==> src/rtl/mc_ctrl_pkg.sv <==
// Shared encodings for the multi-cycle MIPS control path: states, instruction
// classes, opcode/funct values and datapath mux selects.
package mc_ctrl_pkg;

   typedef enum logic [3:0] {
      IDLE, FETCH, DECODE, EXEC, ALU_WB, ADDR, MEM, LOAD_WB, BRANCH, JUMP, HALT
   } state_t;

   typedef enum logic [2:0] {
      CLS_ALU_R, CLS_ALU_I, CLS_LOAD, CLS_STORE,
      CLS_BRANCH, CLS_JUMP, CLS_SYSCALL, CLS_ILLEGAL
   } iclass_t;

   localparam logic [5:0] OP_RTYPE = 6'b000000;
   localparam logic [5:0] OP_J     = 6'b000010;
   localparam logic [5:0] OP_JAL   = 6'b000011;
   localparam logic [5:0] OP_BEQ   = 6'b000100;
   localparam logic [5:0] OP_BNE   = 6'b000101;
   localparam logic [5:0] OP_ADDI  = 6'b001000;
   localparam logic [5:0] OP_ADDIU = 6'b001001;
   localparam logic [5:0] OP_SLTI  = 6'b001010;
   localparam logic [5:0] OP_ANDI  = 6'b001100;
   localparam logic [5:0] OP_ORI   = 6'b001101;
   localparam logic [5:0] OP_LW    = 6'b100011;
   localparam logic [5:0] OP_SW    = 6'b101011;

   localparam logic [5:0] FN_SLL     = 6'b000000;
   localparam logic [5:0] FN_SRL     = 6'b000010;
   localparam logic [5:0] FN_SRA     = 6'b000011;
   localparam logic [5:0] FN_SLLV    = 6'b000100;
   localparam logic [5:0] FN_SRAV    = 6'b000111;
   localparam logic [5:0] FN_JR      = 6'b001000;
   localparam logic [5:0] FN_SYSCALL = 6'b001100;
   localparam logic [5:0] FN_ADD     = 6'b100000;
   localparam logic [5:0] FN_ADDU    = 6'b100001;
   localparam logic [5:0] FN_SUB     = 6'b100010;
   localparam logic [5:0] FN_AND     = 6'b100100;
   localparam logic [5:0] FN_OR      = 6'b100101;
   localparam logic [5:0] FN_NOR     = 6'b100111;
   localparam logic [5:0] FN_SLT     = 6'b101010;
   localparam logic [5:0] FN_SLTU    = 6'b101011;

   localparam logic [3:0] ALU_SLL  = 4'b0000;
   localparam logic [3:0] ALU_SRA  = 4'b0001;
   localparam logic [3:0] ALU_SRL  = 4'b0010;
   localparam logic [3:0] ALU_ADD  = 4'b0101;
   localparam logic [3:0] ALU_SUB  = 4'b0110;
   localparam logic [3:0] ALU_AND  = 4'b0111;
   localparam logic [3:0] ALU_OR   = 4'b1000;
   localparam logic [3:0] ALU_NOR  = 4'b1010;
   localparam logic [3:0] ALU_SLT  = 4'b1011;
   localparam logic [3:0] ALU_SLTU = 4'b1100;

   localparam logic [1:0] PC_SRC_PC4    = 2'b00;
   localparam logic [1:0] PC_SRC_BRANCH = 2'b01;
   localparam logic [1:0] PC_SRC_JUMP   = 2'b10;
   localparam logic [1:0] PC_SRC_RS     = 2'b11;

   localparam logic [1:0] REG_DST_RT  = 2'b00;
   localparam logic [1:0] REG_DST_RD  = 2'b01;
   localparam logic [1:0] REG_DST_R31 = 2'b10;

   localparam logic [1:0] WB_ALU  = 2'b00;
   localparam logic [1:0] WB_MEM  = 2'b01;
   localparam logic [1:0] WB_LINK = 2'b10;

   localparam logic [1:0] SRCB_RT   = 2'b00;
   localparam logic [1:0] SRCB_SIMM = 2'b01;
   localparam logic [1:0] SRCB_ZIMM = 2'b10;

endpackage

==> src/rtl/mc_decode.sv <==
// Combinational instruction decode: op/funct to instruction class plus the
// ALU controls used by EXEC/ALU_WB.
module mc_decode
   import mc_ctrl_pkg::*;
(
   input  logic [5:0] op,
   input  logic [5:0] funct,
   output logic [2:0] cls,
   output logic [3:0] aluop,
   output logic [1:0] alu_src_b,
   output logic       shift,
   output logic       shift_var,
   output logic       usign
);

   always_comb begin
      cls       = CLS_ILLEGAL;
      aluop     = ALU_SLL;
      alu_src_b = SRCB_RT;
      shift     = 1'b0;
      shift_var = 1'b0;
      usign     = 1'b0;
      case (op)
         OP_RTYPE: begin
            cls = CLS_ALU_R;
            case (funct)
               FN_ADD:     aluop = ALU_ADD;
               FN_ADDU:    begin aluop = ALU_ADD; usign = 1'b1; end
               FN_SUB:     aluop = ALU_SUB;
               FN_AND:     aluop = ALU_AND;
               FN_OR:      aluop = ALU_OR;
               FN_NOR:     aluop = ALU_NOR;
               FN_SLT:     aluop = ALU_SLT;
               FN_SLTU:    aluop = ALU_SLTU;
               FN_SLL:     begin aluop = ALU_SLL; shift = 1'b1; end
               FN_SRL:     begin aluop = ALU_SRL; shift = 1'b1; end
               FN_SRA:     begin aluop = ALU_SRA; shift = 1'b1; end
               FN_SLLV:    begin aluop = ALU_SLL; shift_var = 1'b1; end
               FN_SRAV:    begin aluop = ALU_SRA; shift_var = 1'b1; end
               FN_JR:      cls = CLS_JUMP;
               FN_SYSCALL: cls = CLS_SYSCALL;
               default:    cls = CLS_ILLEGAL;
            endcase
         end
         OP_ADDI:  begin cls = CLS_ALU_I; aluop = ALU_ADD; alu_src_b = SRCB_SIMM; end
         OP_ADDIU: begin cls = CLS_ALU_I; aluop = ALU_ADD; alu_src_b = SRCB_SIMM; usign = 1'b1; end
         OP_SLTI:  begin cls = CLS_ALU_I; aluop = ALU_SLT; alu_src_b = SRCB_SIMM; end
         // Logical immediates are zero-extended.
         OP_ANDI:  begin cls = CLS_ALU_I; aluop = ALU_AND; alu_src_b = SRCB_ZIMM; end
         OP_ORI:   begin cls = CLS_ALU_I; aluop = ALU_OR;  alu_src_b = SRCB_ZIMM; end
         OP_LW:    cls = CLS_LOAD;
         OP_SW:    cls = CLS_STORE;
         OP_BEQ, OP_BNE:      cls = CLS_BRANCH;
         OP_J, OP_JAL:        cls = CLS_JUMP;
         default:  cls = CLS_ILLEGAL;
      endcase
   end

endmodule

==> src/rtl/mc_sequencer.sv <==
// Multi-cycle control FSM sequencing the shared MIPS datapath against a
// variable-latency unified memory; halts on syscall, counts retirements.
//
// state   | meaning
// IDLE    | post-reset, all controls low
// FETCH   | instruction read at PC, IR/PC loaded on mem_ready
// DECODE  | classify instruction, flag illegal
// EXEC    | ALU operation for R/I-type
// ALU_WB  | write ALU result to rd/rt
// ADDR    | effective address for lw/sw
// MEM     | data access at ALU address until mem_ready
// LOAD_WB | write load data to rt
// BRANCH  | compare rs/rt, conditional PC update
// JUMP    | j/jal/jr PC update (jal also links r31)
// HALT    | stopped after syscall until resume
module mc_sequencer
   import mc_ctrl_pkg::*;
#(
   parameter int CNT_W = 32
) (
   input  logic             clk,
   input  logic             rst_n,
   input  logic [5:0]       op,
   input  logic [5:0]       funct,
   input  logic             zero,
   input  logic             mem_ready,
   input  logic             resume,
   output logic             pc_we,
   output logic [1:0]       pc_src,
   output logic             ir_we,
   output logic             mem_req,
   output logic             mem_we,
   output logic             iord,
   output logic             reg_we,
   output logic [1:0]       reg_dst,
   output logic [1:0]       wb_src,
   output logic [1:0]       alu_src_b,
   output logic             shift,
   output logic             shift_var,
   output logic             usign,
   output logic [3:0]       aluop,
   output logic             halted,
   output logic             illegal,
   output logic [CNT_W-1:0] retired
);

   state_t     state;
   logic [2:0] cls;
   logic [3:0] dec_aluop;
   logic [1:0] dec_src_b;
   logic       dec_shift, dec_shift_var, dec_usign;
   logic       retire;

   mc_decode u_decode (
      .op        (op),
      .funct     (funct),
      .cls       (cls),
      .aluop     (dec_aluop),
      .alu_src_b (dec_src_b),
      .shift     (dec_shift),
      .shift_var (dec_shift_var),
      .usign     (dec_usign)
   );

   always_comb begin
      retire = 1'b0;
      case (state)
         ALU_WB, LOAD_WB, BRANCH, JUMP: retire = 1'b1;
         DECODE: retire = (cls == CLS_SYSCALL);
         MEM:    retire = mem_ready && (cls == CLS_STORE);
         default: retire = 1'b0;
      endcase
   end

   always_ff @(posedge clk or negedge rst_n) begin
      if (!rst_n) begin
         state   <= IDLE;
         retired <= '0;
      end else begin
         if (retire && (retired != '1))
            retired <= retired + CNT_W'(1);
         case (state)
            IDLE:    state <= FETCH;
            FETCH:   if (mem_ready) state <= DECODE;
            DECODE: begin
               case (cls)
                  CLS_ALU_R, CLS_ALU_I:  state <= EXEC;
                  CLS_LOAD, CLS_STORE:   state <= ADDR;
                  CLS_BRANCH:            state <= BRANCH;
                  CLS_JUMP:              state <= JUMP;
                  CLS_SYSCALL:           state <= HALT;
                  default:               state <= FETCH;
               endcase
            end
            EXEC:    state <= ALU_WB;
            ADDR:    state <= MEM;
            MEM:     if (mem_ready) state <= (cls == CLS_LOAD) ? LOAD_WB : FETCH;
            ALU_WB, LOAD_WB, BRANCH, JUMP: state <= FETCH;
            HALT:    if (resume) state <= FETCH;
            default: state <= IDLE;
         endcase
      end
   end

   // Decoded from state (async reset) so mem_req drops the moment rst_n falls.
   always_comb begin
      pc_we = 1'b0; pc_src = PC_SRC_PC4; ir_we = 1'b0;
      mem_req = 1'b0; mem_we = 1'b0; iord = 1'b0;
      reg_we = 1'b0; reg_dst = REG_DST_RT; wb_src = WB_ALU;
      alu_src_b = SRCB_RT; shift = 1'b0; shift_var = 1'b0; usign = 1'b0;
      aluop = ALU_SLL; halted = 1'b0; illegal = 1'b0;
      case (state)
         FETCH: begin
            mem_req = 1'b1;
            if (mem_ready) begin
               ir_we = 1'b1;
               pc_we = 1'b1;
            end
         end
         DECODE: illegal = (cls == CLS_ILLEGAL);
         EXEC, ALU_WB: begin
            aluop     = dec_aluop;
            alu_src_b = dec_src_b;
            shift     = dec_shift;
            shift_var = dec_shift_var;
            usign     = dec_usign;
            if (state == ALU_WB) begin
               reg_we  = 1'b1;
               reg_dst = (cls == CLS_ALU_R) ? REG_DST_RD : REG_DST_RT;
            end
         end
         ADDR, MEM: begin
            aluop     = ALU_ADD;
            alu_src_b = SRCB_SIMM;
            if (state == MEM) begin
               mem_req = 1'b1;
               iord    = 1'b1;
               mem_we  = (cls == CLS_STORE);
            end
         end
         LOAD_WB: begin
            reg_we = 1'b1;
            wb_src = WB_MEM;
         end
         BRANCH: begin
            aluop = ALU_SUB;
            if (((op == OP_BEQ) && zero) || ((op == OP_BNE) && !zero)) begin
               pc_we  = 1'b1;
               pc_src = PC_SRC_BRANCH;
            end
         end
         JUMP: begin
            pc_we = 1'b1;
            if (op == OP_J) begin
               pc_src = PC_SRC_JUMP;
            end else if (op == OP_JAL) begin
               pc_src  = PC_SRC_JUMP;
               reg_we  = 1'b1;
               reg_dst = REG_DST_R31;
               wb_src  = WB_LINK;
            end else begin
               pc_src = PC_SRC_RS;
            end
         end
         HALT:    halted = 1'b1;
         default: ;
      endcase
   end

endmodule
==> config.mk <==
export PLATFORM = sky130hd
export DESIGN_NAME = mc_sequencer
export DESIGN_NICKNAME = d
export VERILOG_FILES = /design/src/rtl/mc_ctrl_pkg.sv /design/src/rtl/mc_decode.sv /design/src/rtl/mc_sequencer.sv
export SDC_FILE = /design/constraint.sdc
export NUM_CORES = 1
export LEC_CHECK = 0
export ABC_CLOCK_PERIOD_IN_PS = 2500
export BUFFER_PORTS_ARGS = -buffer_cell sky130_fd_sc_hd__buf_2
export CELL_PAD_IN_SITES_DETAIL_PLACEMENT = 1
export CELL_PAD_IN_SITES_GLOBAL_PLACEMENT = 1
export CORE_MARGIN = 5
export CORE_UTILIZATION = 40
export DETAILED_ROUTE_END_ITERATION = 8
export GPL_TIMING_DRIVEN = 0
export PLACE_DENSITY_LB_ADDON = 0.1
export SKIP_CTS_REPAIR_TIMING = 1
export SLEW_MARGIN = 20
export SYNTH_ARGS = -nofsm -noshare
export SYNTH_HDL_FRONTEND = slang
export SYNTH_HIERARCHICAL = 1
export SYNTH_SLANG_ARGS = --single-unit
==> constraint.sdc <==
create_clock -name clk -period 2.5 [get_ports clk]
set_input_delay 0.125 -clock clk [delete_from_list [all_inputs] [get_ports clk]]
set_output_delay 0.125 -clock clk [all_outputs]
set_load 0.005 [all_outputs]
==> impl_metrics.env <==
export IMPL_outcome="finished with violations"
export IMPL_violations="setup timing"
export IMPL_slew_headroom_pct=45.0
export IMPL_synthMuxAreaShare_pct=2.20
export IMPL_final_common_cell="buf_2"
export IMPL_gp_congestion=0.802
export IMPL_fillers=915
export IMPL_hpwlAfterDp_um=7010
export IMPL_die_w_um=95.9
export IMPL_crit_top_cell="buf_4"
export IMPL_vdd_drop_max_v=0.000356
export IMPL_drc=0
export IMPL_synth_ff_type="dfrtp_1"
export IMPL_clk_path_buf_depth=2
export IMPL_path_max_fanout=5
export IMPL_htree_levels=2
export IMPL_core_area_um2=7210
export IMPL_grt_max_degree=37
export IMPL_finalSetupViolations=7
export IMPL_p_comb_share_pct=49.8
export IMPL_cts_root_buffer="clkbuf_8"
export IMPL_die_y_um=95.9
export IMPL_hold_class="input port to register"
export IMPL_num_antenna_cells=0
export IMPL_rr_worst_depth=7
export IMPL_async_reset_ff_share_pct=100
export IMPL_power_uw=2300
export IMPL_cp_slowest_stage_delay_ps=450
export IMPL_cp_arrival_ps=2720
export IMPL_ant_nets=0
export IMPL_fin_worst_skew_ps=4.98
export IMPL_hold_end="state[3]"
export IMPL_fin_util_pct=53.0
export IMPL_ys_seq_area_share_pct=30.5
export IMPL_vias=3153
export IMPL_grt_ovfl_total=0
export IMPL_cp_end_kind="register"
export IMPL_crit_slowest_cell="a2111oi_4"
export IMPL_hp_start="resume"
export IMPL_power_leakage_uw=0.00173
export IMPL_syn_area_um2=2950
export IMPL_synth_compound_area_share_pct=16.4
export IMPL_tightest_slew_ps=826
export IMPL_synthXorXnorAreaFrac_pct=8.90
export IMPL_p_int_uw=1350
export IMPL_slew_viol_final=0
export IMPL_grt_pass1_vias=3093
export IMPL_seq_power_share_pct=33.3
export IMPL_cts_sinks=36
export IMPL_post_route_period_util_pct=102
export IMPL_grt_total_usage_pct=20.3
export IMPL_rr_startpoint="retired[0]"
export IMPL_worst_setup_path_type="input port to register"
export IMPL_swShare_pct=41.2
export IMPL_hold_violations=0
export IMPL_r2r_setup_slack_ps=80
export IMPL_reg2reg_to="retired[30]"
export IMPL_drt_wl_total_um=9950
export IMPL_final_area_um2=3820
export IMPL_power_density_nw_per_um2=601
export IMPL_clockPowerShare_pct=16.9
export IMPL_drv_cap=0
export IMPL_worstPathCellList="buf_8, or2_4, nor4b_4, o311a_1, a2111o_1, nand3b_1, nor4_4, buf_4, a2111oi_4, buf_4, nor2_1, mux2_2"
export IMPL_max_freq_ghz=0.391
export IMPL_num_rows=31
export IMPL_placed_area_um2=3440
export IMPL_ys_ff_latch=36
export IMPL_worst_slack_ps=-54.4
export IMPL_die_area_um2=9200
export IMPL_firstDrtPassIters=4
export IMPL_synth_fa_ha_area_share_pct=0.424
export IMPL_vias_per_cell=5.71
export IMPL_period_minus_slack_ps=2550
export IMPL_synthSimpleGateAreaFrac_pct=34.9
export IMPL_most_common_layout_cells="buf_2 (72), dfrtp_1 (36), nor2_1 (35)"
export IMPL_rsz0062_at_grt="true"
export IMPL_clk_pin_slew_ps=70
export IMPL_syn_num_nets=374
export IMPL_cts_inserted_buffers=5
export IMPL_yosysWarnings=6
export IMPL_grt_pass1_wl_um=15100
export IMPL_start_util_pct=40.9
export IMPL_num_nets_final=471
export IMPL_drt_iter0_markers=86
export IMPL_syn_to_final_growth_pct=29.5
export IMPL_synth_avg_cell_area_um2=8.29
export IMPL_critPathRequiredTime_ps=2670
export IMPL_p_sw_uw=945
export IMPL_ys_types=69
export IMPL_wl_per_cell_um=18.0
export IMPL_hold_path_depth=2
export IMPL_synth_edff_count=0
export IMPL_clk_insertion_delay_late_ps=290
export IMPL_grt_antenna_before_repair=0
export IMPL_io_buffers=70
export IMPL_io_pins=72
export IMPL_postSynthCellCount=356
export IMPL_crit_path_start_kind="input port"
export IMPL_cts_tree="yes"
export IMPL_synth_top_family_by_area="simple AND/OR/NAND/NOR gates"
export IMPL_drive_gt1_share_pct=32.7
-- flip-flops by register name, indices dropped and copies added (netlist names) --
register  count
state         4
retired      32
-- critical path, delay by kind of cell --
family | cells | cell delay [ps]
compound gates | 3 | 990
buf+inv | 3 | 470
mux | 1 | 290
simple gates | 5 | 850
-- power groups by stage --
stage	clock network, uW	logic [uW]	registers [uW]
global route	418	1250	777
detailed placement	0	988	772
global placement	0	965	765
floorplan	0	649	754
CTS	395	991	762
finish	388	1140	765
-- per-stage QoR --
stage | TNS (ps) | hold WS (ps) | instances | setup slack (ps)
2_1_floorplan | 0 | -171 | 356 | 68.7
4_1_cts | -6170 | -39.9 | 532 | -332
5_1_grt | -1970 | 96.5 | 552 | -157
6_report | -137 | 96.9 | 552 | -54.4
3_3_place_gp | -15300 | 262 | 525 | -616
3_5_place_dp | -15980 | 265 | 525 | -624
-- cell type report --
cell class / instances / area (um2) / share of cell area (%)
tap: 99 / 124 / 3.24
clock inverter: 1 / 5.00 / 0.131
sequential: 36 / 901 / 23.6
multi-input combinational: 281 / 1950 / 51.1
buffer: 23 / 145 / 3.80
inverter: 14 / 52.6 / 1.38
clock buffer: 6 / 72.6 / 1.90
timing repair buffer: 92 / 568 / 14.9
-- worst max path at each step --
stage	to	startpoint	slack, ps	depth (start not counted)
2_1_floorplan	retired[18]	op[2]	70	11
3_3_place_gp	retired[17]	op[2]	-620	12
3_5_place_dp	retired[23]	op[2]	-620	12
4_1_cts	retired[19]	op[2]	-330	12
5_1_grt	retired[16]	op[5]	-160	12
6_report	retired[16]	op[5]	-50	12
-- synthesized netlist by cell type, types with 5 or more instances --
master / number / share of area (%)
and2_1: 5 / 1.1
nand4_1: 23 / 4.9
and3_1: 9 / 1.9
nand2b_1: 10 / 2.1
xnor2_1: 17 / 5.0
nand2_1: 25 / 3.2
o32ai_1: 5 / 1.5
o21ai_0: 8 / 1.4
a21oi_1: 9 / 1.5
nor2_1: 37 / 4.7
nor3_1: 12 / 2.0
nor4_1: 14 / 3.0
buf_2: 7 / 1.2
inv_1: 13 / 1.7
dfrtp_1: 36 / 31
xor2_1: 13 / 3.9
nand3_1: 13 / 2.2
clkbuf_1: 10 / 1.3
-- logic make-up after synthesis --
logic type / count (synthesis)
buf+inv: 39
xor+xnor: 30
mux: 6
compound gates: 62
flops: 36
simple gates: 182
fa+ha+maj: 1
-- routing by layer --
metal  GRT usage [%]  vias up  share of wire (%)
met5               0        -                  0
met4            5.69        0                1.6
met3            2.03       14                3.1
met2            35.1       74                 51
met1            26.9     1558                 44
li1                -     1507                  -
Power figures use the tool's default switching activity.
